[config.mk]
export PLATFORM = sky130hd
export DESIGN_NAME = sync_fifo
export DESIGN_NICKNAME = d
export VERILOG_FILES = /design/src/rtl/sync_fifo.sv
export SDC_FILE = /design/constraint.sdc
export NUM_CORES = 1
export LEC_CHECK = 0
export ABC_AREA = 0
export BUFFER_PORTS_ARGS = -buffer_cell sky130_fd_sc_hd__clkbuf_2
export CAP_MARGIN = 5
export CORE_UTILIZATION = 25
export DETAILED_ROUTE_END_ITERATION = 16
export SLEW_MARGIN = 40
export SYNTH_ARGS = -nofsm -noshare
export SYNTH_HDL_FRONTEND = slang
export SYNTH_SLANG_ARGS = --single-unit
[constraint.sdc]
create_clock -name clk -period 1.82 [get_ports clk]
set_input_delay 0.455 -clock clk [delete_from_list [all_inputs] [get_ports clk]]
set_output_delay 0.455 -clock clk [all_outputs]
set_load 0.005 [all_outputs]
[src/rtl/sync_fifo.sv]
// First-word-fall-through single-clock FIFO, any DEPTH >= 2; sticky error flags exist only when FIFO_ERR_EN is defined.
// Latency: an accepted push is visible on dout right after that edge. Status outputs decode the registered count.
// Backpressure: a push while full is dropped unless a pop is accepted on the same edge. A pop while empty is ignored.
module sync_fifo #(
  parameter int DATA_WIDTH = 8,
  parameter int DEPTH      = 4,
  parameter int AF_LEVEL   = DEPTH - 1,
  parameter int AE_LEVEL   = 1,
  parameter int CW         = $clog2(DEPTH + 1)
) (
  input  logic                  clk,
  input  logic                  reset,
  input  logic [DATA_WIDTH-1:0] din,
  input  logic                  push,
  input  logic                  pop,
  input  logic                  clr_err,
  output logic [DATA_WIDTH-1:0] dout,
  output logic                  empty,
  output logic                  full,
  output logic                  almost_empty,
  output logic                  almost_full,
  output logic [CW-1:0]         count,
  output logic                  overflow,
  output logic                  underflow
);

  localparam int PW = (DEPTH > 1) ? $clog2(DEPTH) : 1;

  logic [DATA_WIDTH-1:0] mem [DEPTH];
  logic [PW-1:0]         wr_ptr;
  logic [PW-1:0]         rd_ptr;
  logic                  push_acc;
  logic                  pop_acc;

  assign empty        = (count == '0);
  assign full         = (count == CW'(DEPTH));
  assign almost_empty = (count <= CW'(AE_LEVEL));
  assign almost_full  = (count >= CW'(AF_LEVEL));
  assign dout         = empty ? '0 : mem[rd_ptr];

  assign pop_acc  = pop & ~empty;
  assign push_acc = push & (~full | pop_acc);

  // Storage is deliberately left out of reset; validity is tracked by count.
  always_ff @(posedge clk) begin
    if (push_acc) mem[wr_ptr] <= din;
  end

  always_ff @(posedge clk or negedge reset) begin
    if (!reset) begin
      wr_ptr <= '0;
      rd_ptr <= '0;
      count  <= '0;
    end else begin
      if (push_acc) begin
        if (wr_ptr == PW'(DEPTH - 1)) wr_ptr <= '0;
        else                          wr_ptr <= wr_ptr + 1'b1;
      end
      if (pop_acc) begin
        if (rd_ptr == PW'(DEPTH - 1)) rd_ptr <= '0;
        else                          rd_ptr <= rd_ptr + 1'b1;
      end
      case ({push_acc, pop_acc})
        2'b10:   count <= count + 1'b1;
        2'b01:   count <= count - 1'b1;
        default: count <= count;
      endcase
    end
  end

`ifdef FIFO_ERR_EN
  // Set terms are applied after the clear so a coincident event still latches.
  always_ff @(posedge clk or negedge reset) begin
    if (!reset) begin
      overflow  <= 1'b0;
      underflow <= 1'b0;
    end else begin
      if (clr_err) begin
        overflow  <= 1'b0;
        underflow <= 1'b0;
      end
      if (push & full & ~pop) overflow  <= 1'b1;
      if (pop & empty)        underflow <= 1'b1;
    end
  end
`else
  logic unused_clr_err;
  assign unused_clr_err = clr_err;
  assign overflow       = 1'b0;
  assign underflow      = 1'b0;
`endif

endmodule

==> PnR_summary.wiki, run 1 <==
{| class="wikitable"
! Metric !! Value
|-
| Final Cycle Share || 112%
|-
| Class of the most critical setup path || register to primary output
|-
| Final total negative setup slack || -1570 ps
|-
| Num rows || 31
|-
| CTS Buf Count || 5
|-
| Synth area leader || sky130_fd_sc_hd__edfxtp_1
|-
| Residual overflow from global routing || 0
|-
| Biggest fanout along the worst timing path || 11
|-
| Outcome || complete, but fails checks
|-
| Sequential fraction of the synthesis area || 60.6%
|-
| Number of antenna-violating nets in the routed design || 0
|-
| Critical register-to-register path endpoint || rd_ptr[1]
|-
| Count of final setup violators || 10
|-
| Internal power summed over all cells || 2.50 mW
|-
| Worst endpoint required time || 1360 ps
|-
| Area of the placeable core || 0.00725 mm2
|-
| Unique masters post-synth || 29
|-
| Global placement routability congestion || 0.733
|-
| Gate Count Post-Synth || 120
|-
| Count of input and output buffers || 26
|-
| Cell Area, Synth || 0.00187 mm2
|-
| Setup slack of the most critical reg-to-reg path || 190 ps
|-
| Post-detailed-route DRC marker count || 0
|-
| Syn Area/Cell || 15.6 um2
|-
| Area growth, synth to finish || 30.5%
|-
| Endpoint kind of the worst setup timing path || primary output
|-
| Number of DRC markers in iteration 0 || 24
|-
| Power density cells || 1510 mW/mm2
|-
| Final layout net count || 192
|-
| Number of global-route vias before repair || 1021
|-
| Switching part of the total power || 32.2%
|-
| Count of inserted antenna diode cells || 0
|-
| Async S/R FF share, synth || 17.9%
|-
| Post-layout worst setup margin || -212 ps
|-
| Die Span X || 88.6 um
|-
| Total global routing track utilization || 9.36%
|-
| Global-route wire length before repair || 5190 um
|-
| Summed area of non-filler cells in the final layout || 0.00245 mm2
|-
| Synthesis Warnings || 0
|-
| Largest net degree at the start of global routing || 14
|-
| Final period demand of the worst path || 2030 ps
|-
| DR WL/cell || 12.3 um
|-
| Reg-to-Reg Start || count[1]
|-
| Maximum vdd drop || 0.347 mV
|-
| # clock sinks || 39
|-
| Net switching power of the design || 1.19 mW
|-
| Num ports || 30
|-
| Post-DP Area || 0.00225 mm2
|-
| Sequential share of power || 36.4%
|-
| Worst R2R Path Depth || 7
|-
| RSZ-0062 raised after global routing || true
|-
| First element of the critical path || rd_ptr[0]
|-
| Final-report hold violation count || 0
|-
| CTS Root Buffer Type || sky130_fd_sc_hd__clkbuf_8
|-
| Non-filler instance count after layout || 269
|-
| Flip-flop and latch count after synthesis || 39
|-
| Worst min path class || input port to register
|-
| Violations in the final reports || negative setup slack
|-
| Origin of the worst min-delay path || din[0]
|-
| Static Leakage || 0.947 nW
|-
| Max Transition Viols Final || 0
|-
| CTS tree || built
|-
| MaxCap Viol Count || 0
|-
| Most used DFF post-synth || sky130_fd_sc_hd__edfxtp_1
|-
| Peak Freq || 492 MHz
|-
| Main area contributors after synthesis || sky130_fd_sc_hd__edfxtp_1 51%, sky130_fd_sc_hd__mux4_2 9.6%, sky130_fd_sc_hd__dfrtp_1 9.3%
|-
| Router iterations before antenna repair || 4
|-
| Worst Clk Skew || 9.63 ps
|-
| Share of Yosys cell area claimed by the top area cell type || 51.3%
|-
| Initial core utilization || 25.8%
|-
| # fillers || 734
|-
| Average vias per placed instance || 4.01
|-
| Combinational cell fraction of total power || 48.3%
|-
| Arrival time of data at the critical path endpoint || 1580 ps
|-
| Clock H-tree levels || 2
|-
| Area of the multi-input gates || 711 um2
|-
| Number of synthesized flops with an enable pin || 32
|-
| Share of layout cells above drive strength 1 || 46.5%
|-
| Pre-CTS WS || 79.2 ps
|-
| Area used by sequential logic in the layout || 0.00114 mm2
|-
| Worst-skew pair later-pin latency || 290 ps
|-
| Die Y || 88.6 um
|-
| Clock-pin slew on the worst setup and hold paths || 80 ps
|-
| Clock group share of total power || 15.2%
|-
| Total number of vias || 1080
|-
| Number of instances on the worst hold path || 1
|-
| Total Die Area || 0.00785 mm2
|-
| Number of placed instances, taps included || 256
|-
| Number of buffers between clock root and the deepest sink || 2
|-
| Number of antenna violations at the first check in global routing || 0
|-
| Detailed Route WL || 3300 um
|-
| Post-DP HPWL || 2390 um
|-
| Hold Crit Endpoint || mem[2][0]
|-
| Critical Path Start Type || register
|}
==> cell families after synthesis <==
kind of cell / after synthesis / synth area share, %
DFF: 39 / 60.6
and+or+nand+nor: 29 / 9.68
buffers and inverters: 14 / 4.07
AOI/OAI and AO/OA: 13 / 5.41
muxes: 12 / 12.4
adders and majority gates: 10 / 6.68
xor gates and xnor gates: 2 / 0.935
other: 1 / 0.200
==> sequential cells by signal (all words and copies together), names as in the netlist <==
register  count
wr_ptr        2
count         3
rd_ptr        2
mem          32
==> metrics by stage <==
stage | hold WS, ps | power, mW | utilization, %
2_1_floorplan | 159 | 2.31 | -
6_report | 384 | 3.69 | 33.7
3_3_place_gp | 311 | 2.96 | 31.0
4_1_cts | 372 | 3.69 | 33.2
3_5_place_dp | 309 | 2.98 | 31.0
5_1_grt | 367 | 3.95 | 33.7
==> per-layer routing <==
layer	global-route usage (%)	share of wire (%)
met4	5.28	2.0
met5	0	0
met2	14.6	48
met3	2.52	2.9
met1	11.8	47
==> layout by cell type (no fill, tap or decap), drive strengths merged <==
cell type    count
clkinv           2
mux4             8
a221oi           1
and2             5
clkbuf          29
dlygate4sd3      1
clkinvlp         1
edfxtp          32
a211oi           2
dfrtp            7
nor2b           13
nor4b            1
nor3             1
conb             2
nor2             5
nand2b           3
and2b            1
mux2             4
ha              10
inv              7
a32o             1
a21oi            3
xnor2            2
buf             23
o21ai            6
==> worst max-delay path, stage by stage, from the launching register on <==
cell                       delay, ps
sky130_fd_sc_hd__dfrtp_1         370
sky130_fd_sc_hd__buf_12          160
sky130_fd_sc_hd__mux4_2          510
sky130_fd_sc_hd__nor2b_1         150
sky130_fd_sc_hd__clkbuf_2        100
==> worst max path at each step <==
stage,endpoint,slack (ps),cells past startpoint
final,dout[2],-210,4
after global routing,dout[3],-270,4
after CTS,dout[2],-240,4
after detailed placement,dout[2],80,4
after global placement,dout[2],80,4
after floorplan,dout[0],90,5
==> synthesized netlist by cell type (2+ instances only) <==
cell                        n
sky130_fd_sc_hd__nor2b_1   12
sky130_fd_sc_hd__edfxtp_1  32
sky130_fd_sc_hd__dfrtp_1    7
sky130_fd_sc_hd__xnor2_1    2
sky130_fd_sc_hd__and2_1     5
sky130_fd_sc_hd__ha_1      10
sky130_fd_sc_hd__mux2_4     2
sky130_fd_sc_hd__a21oi_1    2
sky130_fd_sc_hd__mux2_2     2
sky130_fd_sc_hd__inv_1      7
sky130_fd_sc_hd__mux4_2     8
sky130_fd_sc_hd__nor2_1     5
sky130_fd_sc_hd__o21ai_0    6
sky130_fd_sc_hd__buf_4      4
sky130_fd_sc_hd__nand2b_1   2
==> area by class of cell <==
class	instances	area share, %
Clock inverter	3	0.818
Tap cell	99	5.06
Multi-Input combinational cell	68	29.1
Timing Repair Buffer	48	14.7
Clock buffer	5	2.81
Sequential cell	39	46.4
Inverter	7	1.07
==> power groups by stage <==
| stage | combinational [mW] | sequential, mW | clock, mW |
|---|---|---|---|
| final | 1.78 | 1.34 | 0.562 |
| after global routing | 1.96 | 1.37 | 0.623 |
| after CTS | 1.75 | 1.34 | 0.588 |
| after detailed placement | 1.62 | 1.36 | 0 |
| after global placement | 1.61 | 1.35 | 0 |
| after floorplan | 1.01 | 1.30 | 0 |
==> repair_timing <==
action                                  in CTS  in global routing
endpoints found under the hold margin        5                  0
endpoints found under the setup margin      11                 12
pin swaps                                    0                  3
resized for setup                           13                  8
buffers inserted                             2                  5
hold buffers                                 1                  0
Power figures use the tool's default switching activity.
==> run 2, diff against run 1 <==
Settings changed: BUFFER_PORTS_ARGS -buffer_cell sky130_fd_sc_hd__clkbuf_2 to -buffer_cell sky130_fd_sc_hd__buf_4.
==> run 2 against run 1 <==
  * The flow still finishes with violations (negative setup slack)
  * Maximum frequency shrank 0.62%
  * Wire length grew 1.9%
  * Critical endpoint unchanged
  * Via count grew 0.37%
  * Final cell count is the same
  * Clock skew shrank 5.7 ps
  * Critical path depth is the same
  * Combinational power grew 9.6%
  * Sequential power is essentially flat
  * Register-to-register slack lost 30 ps
  * Critical path type unchanged
==> PnR_summary.wiki, run 2 (synthesis results as in run 1) <==
{| class="wikitable"
! Metric !! Value
|-
| Post-layout worst setup margin || -224 ps
|-
| Registers with the most flip-flops || mem x32, count x3
|-
| Combinational cell fraction of total power || 51.2%
|-
| PnR Total Power || 3.81 mW
|-
| Biggest fanout along the worst timing path || 9
|-
| Final-report hold violation count || 0
|-
| Number of buffers between clock root and the deepest sink || 2
|-
| CTS tree || built
|-
| Detailed Route WL || 3360 um
|-
| Final layout net count || 192
|-
| Max incr delay on CP || 480 ps
|-
| Internal power summed over all cells || 2.63 mW
|-
| Number of DRC markers in iteration 0 || 53
|-
| CTS Root Buffer Type || sky130_fd_sc_hd__clkbuf_8
|-
| Post-detailed-route DRC marker count || 0
|-
| Leading cell type in the layout, fill and taps excluded || sky130_fd_sc_hd__buf_4
|-
| Clock group share of total power || 14.0%
|-
| Post-Route Hold Slack || 372 ps
|-
| Cells along the critical path || buf_12 -> mux4_2 -> nor2b_1 -> buf_4
|-
| Peak Freq || 489 MHz
|-
| Initial core utilization || 25.8%
|-
| Static Leakage || 0.957 nW
|-
| Average vias per placed instance || 4.03
|-
| DR WL/cell || 12.5 um
|-
| Maximum vdd drop || 0.452 mV
|-
| Class of the most critical setup path || register to primary output
|-
| Total number of vias || 1084
|-
| Count of final setup violators || 9
|-
| Post-DP HPWL || 2290 um
|-
| Number of buffers and inverters on the critical path || 2
|-
| Worst endpoint required time || 1360 ps
|-
| MaxCap Viol Count || 0
|-
| Die Y || 88.6 um
|-
| Share of layout cells above drive strength 1 || 46.5%
|-
| Total Die Area || 0.00785 mm2
|-
| Worst Clk Skew || 3.90 ps
|-
| Number of placed instances, taps included || 250
|-
| Global-route wire length before repair || 5100 um
|-
| Violations in the final reports || negative setup slack
|-
| Number of antenna-violating nets in the routed design || 0
|-
| Clock-pin slew on the worst setup and hold paths || 70 ps
|-
| RSZ-0062 raised after global routing || true
|-
| Power density cells || 1530 mW/mm2
|-
| Switching part of the total power || 30.9%
|-
| Count of inserted antenna diode cells || 0
|-
| Sequential share of power || 34.9%
|-
| Router iterations before antenna repair || 4
|-
| Arrival time of data at the critical path endpoint || 1590 ps
|-
| # clock sinks || 39
|-
| Register name with the most flops || mem
|-
| Most frequent cells in the layout || 41 x sky130_fd_sc_hd__buf_4, 32 x sky130_fd_sc_hd__edfxtp_1, 12 x sky130_fd_sc_hd__nor2b_1
|-
| Largest net degree at the start of global routing || 12
|-
| Kind of cell with the highest combined delay on the critical path || multiplexers
|-
| Outcome || complete, but fails checks
|-
| Final period demand of the worst path || 2040 ps
|-
| Total global routing track utilization || 9.21%
|-
| Number of flip-flops under the largest register name || 32
|-
| Max Transition Viols Final || 0
|-
| CP max stage cell || sky130_fd_sc_hd__mux4_2
|-
| Residual overflow from global routing || 0
|-
| Worst min path class || input port to register
|-
| Count of input and output buffers || 26
|-
| Worst-skew pair later-pin latency || 280 ps
|-
| Final Cycle Share || 112%
|-
| Num ports || 30
|-
| Number of global-route vias before repair || 1068
|-
| Number of antenna violations at the first check in global routing || 0
|-
| Area of the placeable core || 0.00725 mm2
|-
| Non-filler instance count after layout || 269
|-
| Clock H-tree levels || 2
|-
| CTS Buf Count || 5
|-
| Critical Path Start Type || register
|-
| Global placement routability congestion || 0.769
|-
| Endpoint kind of the worst setup timing path || primary output
|-
| Area growth, synth to finish || 32.5%
|-
| Die Span X || 88.6 um
|-
| Num rows || 31
|-
| Net switching power of the design || 1.18 mW
|}
## run 2: cell count changes in the layout (fill, tap and decap cells not counted), sizes merged
cell / delta
buf: +23
clkinvlp: -1
and2b: +1
clkinv: -1
clkbuf: -22
## run 2: area by class of cell
| class | count | area (um2) |
|---|---|---|
| fillers | 703 | 4770 |
| clock inverters | 1 | 5.00 |
| inverters | 7 | 26.3 |
| clock buffers | 7 | 76.3 |
| multi-input cells | 69 | 733 |
| well taps | 99 | 124 |
| flip-flops and latches | 39 | 1140 |
| repair buffers | 47 | 383 |
## run 2: final timing paths
check	start	end	slack, ps	cells past startpoint
max	rd_ptr[0]	dout[2]	-220	4
min	din[0]	mem[2][0]	370	1
max reg2reg	count[0]	mem[1][0]	160	7
min reg2reg	wr_ptr[1]	wr_ptr[1]	580	1
max in group asynchronous	reset	count[2]	1180	2
min in group asynchronous	reset	count[0]	520	2
## run 2: stage by stage
stage / instance area [um2] / worst slack [ps] / utilization (%) / setup TNS, ps
2_1_floorplan: 1880 / 86.5 / - / 0
3_3_place_gp: 2240 / 48.4 / 30.9 / 0
3_5_place_dp: 2240 / 39.5 / 30.9 / 0
4_1_cts: 2390 / -260 / 32.9 / -1960
5_1_grt: 2480 / -295 / 34.2 / -2350
6_report: 2480 / -224 / 34.2 / -1670
## run 2: repair_timing
item / 4_1_cts / 5_1_grt
buffers inserted: 2 / 7
gates cloned: 0 / 1
resized for setup: 11 / 9
hold buffers: 1 / 0
setup endpoints to repair: 11 / 12
endpoints found under the hold margin: 7 / 0
pin swaps: 2 / 3
## run 2: metal layers
metal | GRT usage (%) | part of all wire, %
met3 | 3.36 | 3.7
met2 | 15.6 | 52
met1 | 10.3 | 42
met5 | 0 | 0
met4 | 4.40 | 1.8
## run 2: power by group through the flow
stage / registers (mW) / clock network (mW) / logic (mW)
6_report: 1.33 / 0.533 / 1.95
5_1_grt: 1.36 / 0.588 / 2.16
4_1_cts: 1.33 / 0.550 / 1.77
3_5_place_dp: 1.34 / 0 / 1.66
3_3_place_gp: 1.33 / 0 / 1.63
2_1_floorplan: 1.30 / 0 / 1.01
==> run 3, diff against run 2 <==
Settings changed: ABC_AREA 0 to 1, REMOVE_ABC_BUFFERS set to 1.
==> run 3 against run 2 <==
  * The flow still finishes with violations (negative setup slack)
  * Clock power increased by 57%
  * Critical endpoint is now dout[0]
  * Critical path type unchanged
  * Synthesized cell count rose by 43%
  * Cell area grew 5.4%
  * Final cell count increased by 20%
  * Sequential power about the same
==> PnR_summary.wiki, run 3 <==
{| class="wikitable"
! Metric !! Value
|-
| Number of flip-flops under the largest register name || 32
|-
| Biggest fanout along the worst timing path || 5
|-
| Area of the placeable core || 0.00691 mm2
|-
| Critical Path Start Type || register
|-
| Peak Freq || 538 MHz
|-
| Area of the multi-input gates || 718 um2
|-
| Non-filler instance count after layout || 322
|-
| Area used by sequential logic in the layout || 0.00114 mm2
|-
| Leading cell type in the layout, fill and taps excluded || sky130_fd_sc_hd__buf_4
|-
| Reg-to-Reg Start || count[1]
|-
| CTS Root Buffer Type || sky130_fd_sc_hd__clkbuf_8
|-
| Count of final setup violators || 8
|-
| Worst Clk Skew || 6.88 ps
|-
| Final period demand of the worst path || 1860 ps
|-
| Arrival time of data at the critical path endpoint || 1400 ps
|-
| Sequential share of power || 28.6%
|-
| Net switching power of the design || 1.63 mW
|-
| Post-layout worst setup margin || -38.0 ps
|-
| MaxCap Viol Count || 0
|-
| Total global routing track utilization || 11.3%
|-
| DR WL/cell || 12.1 um
|-
| Num ports || 30
|-
| PnR Total Power || 4.56 mW
|-
| Syn Area/Cell || 10.7 um2
|-
| RSZ-0062 raised after global routing || true
|-
| Most instantiated cells after synthesis || 39 x sky130_fd_sc_hd__nor2_1, 32 x sky130_fd_sc_hd__edfxtp_1, 14 x sky130_fd_sc_hd__inv_1, 14 x sky130_fd_sc_hd__nand2_1, 11 x sky130_fd_sc_hd__o21ai_1
|-
| Main area contributors after synthesis || sky130_fd_sc_hd__edfxtp_1 53%, sky130_fd_sc_hd__dfrtp_1 9.6%, sky130_fd_sc_hd__nor2_1 8.0%
|-
| Worst-skew pair later-pin latency || 290 ps
|-
| Registers with the most flip-flops || mem x32, count x3
|-
| Area growth, synth to finish || 43.6%
|-
| Average vias per placed instance || 4.13
|-
| Detailed Route WL || 3900 um
|-
| Largest net degree at the start of global routing || 13
|-
| Power density cells || 1740 mW/mm2
|-
| Total length of routed met3 wires || 120 um
|-
| # fillers || 684
|-
| Gate Count Post-Synth || 171
|-
| Most frequent cells in the layout || 40 x sky130_fd_sc_hd__buf_4, 33 x sky130_fd_sc_hd__nor2_1, 32 x sky130_fd_sc_hd__edfxtp_1
|-
| Global placement routability congestion || 0.775
|-
| Flip-flop and latch count after synthesis || 39
|-
| Clock H-tree levels || 2
|-
| Static Leakage || 1.07 nW
|-
| Number of placed instances, taps included || 301
|-
| Violations in the final reports || negative setup slack
|-
| Number of synthesized flops with an enable pin || 32
|-
| Internal power summed over all cells || 2.93 mW
|-
| Origin of the worst min-delay path || din[5]
|-
| Num rows || 30
|-
| Top sig layer || met4
|-
| Final total negative setup slack || -115 ps
|-
| Die Y || 87.4 um
|-
| Register name with the most flops || mem
|-
| Worst R2R Path Depth || 6
|-
| Number of global-route vias before repair || 1321
|-
| # clock sinks || 39
|-
| Final-report hold violation count || 0
|-
| Clock group share of total power || 18.4%
|-
| Met2 WL || 2000 um
|-
| Number of buffers between clock root and the deepest sink || 2
|-
| Combinational cell fraction of total power || 53.0%
|-
| Cell Area, Synth || 0.00182 mm2
|-
| Unique masters post-synth || 22
|-
| First element of the critical path || count[1]
|-
| Number of antenna-violating nets in the routed design || 0
|-
| Most used DFF post-synth || sky130_fd_sc_hd__edfxtp_1
|-
| Share of layout cells above drive strength 1 || 42.0%
|-
| Number of DRC markers in iteration 0 || 76
|-
| Worst endpoint required time || 1360 ps
|-
| Outcome || complete, but fails checks
|-
| Total Die Area || 0.00764 mm2
|-
| CTS Buf Count || 5
|-
| Count of inserted antenna diode cells || 0
|-
| CTS tree || built
|-
| Router iterations before antenna repair || 4
|-
| Number of instances on the worst hold path || 1
|-
| Residual overflow from global routing || 0
|-
| Final layout net count || 248
|-
| Max Transition Viols Final || 0
|-
| Async S/R FF share, synth || 17.9%
|-
| Die Span X || 87.4 um
|-
| Global-route wire length before repair || 6270 um
|-
| Initial core utilization || 26.4%
|-
| Share of Yosys cell area claimed by the top area cell type || 52.7%
|-
| Post-detailed-route DRC marker count || 0
|-
| Sequential fraction of the synthesis area || 62.3%
|-
| Cell with the most instances after synthesis || sky130_fd_sc_hd__nor2_1
|-
| Number of antenna violations at the first check in global routing || 0
|-
| Maximum vdd drop || 0.447 mV
|-
| Class of the most critical setup path || register to primary output
|-
| Endpoint kind of the worst setup timing path || primary output
|-
| Worst min path class || input port to register
|-
| Total number of vias || 1330
|-
| Clock-pin slew on the worst setup and hold paths || 80 ps
|-
| Count of input and output buffers || 26
|-
| Synth area leader || sky130_fd_sc_hd__edfxtp_1
|-
| Final Cycle Share || 102%
|-
| Routed length on met1 || 1690 um
|-
| Post-DP HPWL || 2520 um
|-
| Switching part of the total power || 35.7%
|-
| Synthesis Warnings || 0
|}
-- run 3: cell count changes after synthesis, moves of 4 or more --
cell                      change
sky130_fd_sc_hd__inv_2        +4
sky130_fd_sc_hd__o21ai_1     +11
sky130_fd_sc_hd__nor2b_1     -12
sky130_fd_sc_hd__nand2_1     +14
sky130_fd_sc_hd__and2_1       -5
sky130_fd_sc_hd__inv_1        +7
sky130_fd_sc_hd__nor2_1      +34
sky130_fd_sc_hd__mux4_2       -8
sky130_fd_sc_hd__nand3_1      +6
sky130_fd_sc_hd__a21oi_1      +7
sky130_fd_sc_hd__o21ai_0      +4
-- run 3: area by class of cell --
type	instances	share of cell area [%]
Clock buffer	6	2.77
Clock inverter	2	2.29
Inverter	18	2.87
Multi-Input combinational cell	109	27.4
Sequential cell	39	43.5
Tap cell	96	4.59
Timing Repair Buffer	51	16.1
Timing Repair inverter	1	0.430
-- run 3: power by group through the flow --
stage / combinational, mW / clock [mW] / sequential [mW]
after detailed placement: 1.74 / 0 / 1.32
after floorplan: 0.865 / 0 / 1.35
after global routing: 2.67 / 0.901 / 1.33
final: 2.42 / 0.839 / 1.31
after global placement: 1.73 / 0 / 1.31
after CTS: 2.23 / 0.854 / 1.31
-- run 3: kinds of logic after synthesis --
family / count (synthesis) / synth area share [%]
flops: 39 / 62.3
other cells: 1 / 0.206
compound gates: 32 / 9.19
fa+ha+maj: 10 / 6.86
simple gates: 65 / 15.7
buf+inv: 24 / 5.76
-- run 3: routing by layer --
layer | up-vias | global-route usage [%]
li1 | 680 | -
met1 | 618 | 13.1
met2 | 24 | 19.2
met3 | 8 | 2.94
met4 | 0 | 5.51
met5 | - | 0
-- run 3: stage by stage --
step	setup slack, ps	instance area, um2	hold slack, ps	utilization (%)
2_1_floorplan	99.7	1790	159	-
3_3_place_gp	44.7	2200	277	31.9
3_5_place_dp	51.1	2200	277	31.9
4_1_cts	-45.0	2530	358	36.7
5_1_grt	-110	2620	352	37.9
6_report	-38.0	2620	365	37.9
-- run 3: critical path, cell delays in order (launching register included) --
cell and delay, ps:
sky130_fd_sc_hd__dfrtp_1 380, sky130_fd_sc_hd__inv_2 70, sky130_fd_sc_hd__ha_4 160, sky130_fd_sc_hd__buf_6 120
sky130_fd_sc_hd__nand2_8 90, sky130_fd_sc_hd__inv_8 60, sky130_fd_sc_hd__a21oi_4 130, sky130_fd_sc_hd__buf_6 110
-- run 3: final timing paths --
kind	to	slack, ps
min in group asynchronous	count[2]	520
min reg2reg	wr_ptr[1]	620
max reg2reg	mem[2][0]	130
max in group asynchronous	rd_ptr[1]	1170
min	mem[1][5]	360
max	dout[0]	-40
-- run 3: what timing repair did --
| action | 4_1_cts | 5_1_grt |
|---|---|---|
| endpoints found under the setup margin | 10 | 35 |
| gates resized for setup | 41 | 15 |
| hold buffers | 1 | 0 |
| endpoints found under the hold margin | 7 | 0 |
| cloned | 1 | 0 |
| pin swaps | 4 | 3 |
| setup buffers | 6 | 5 |
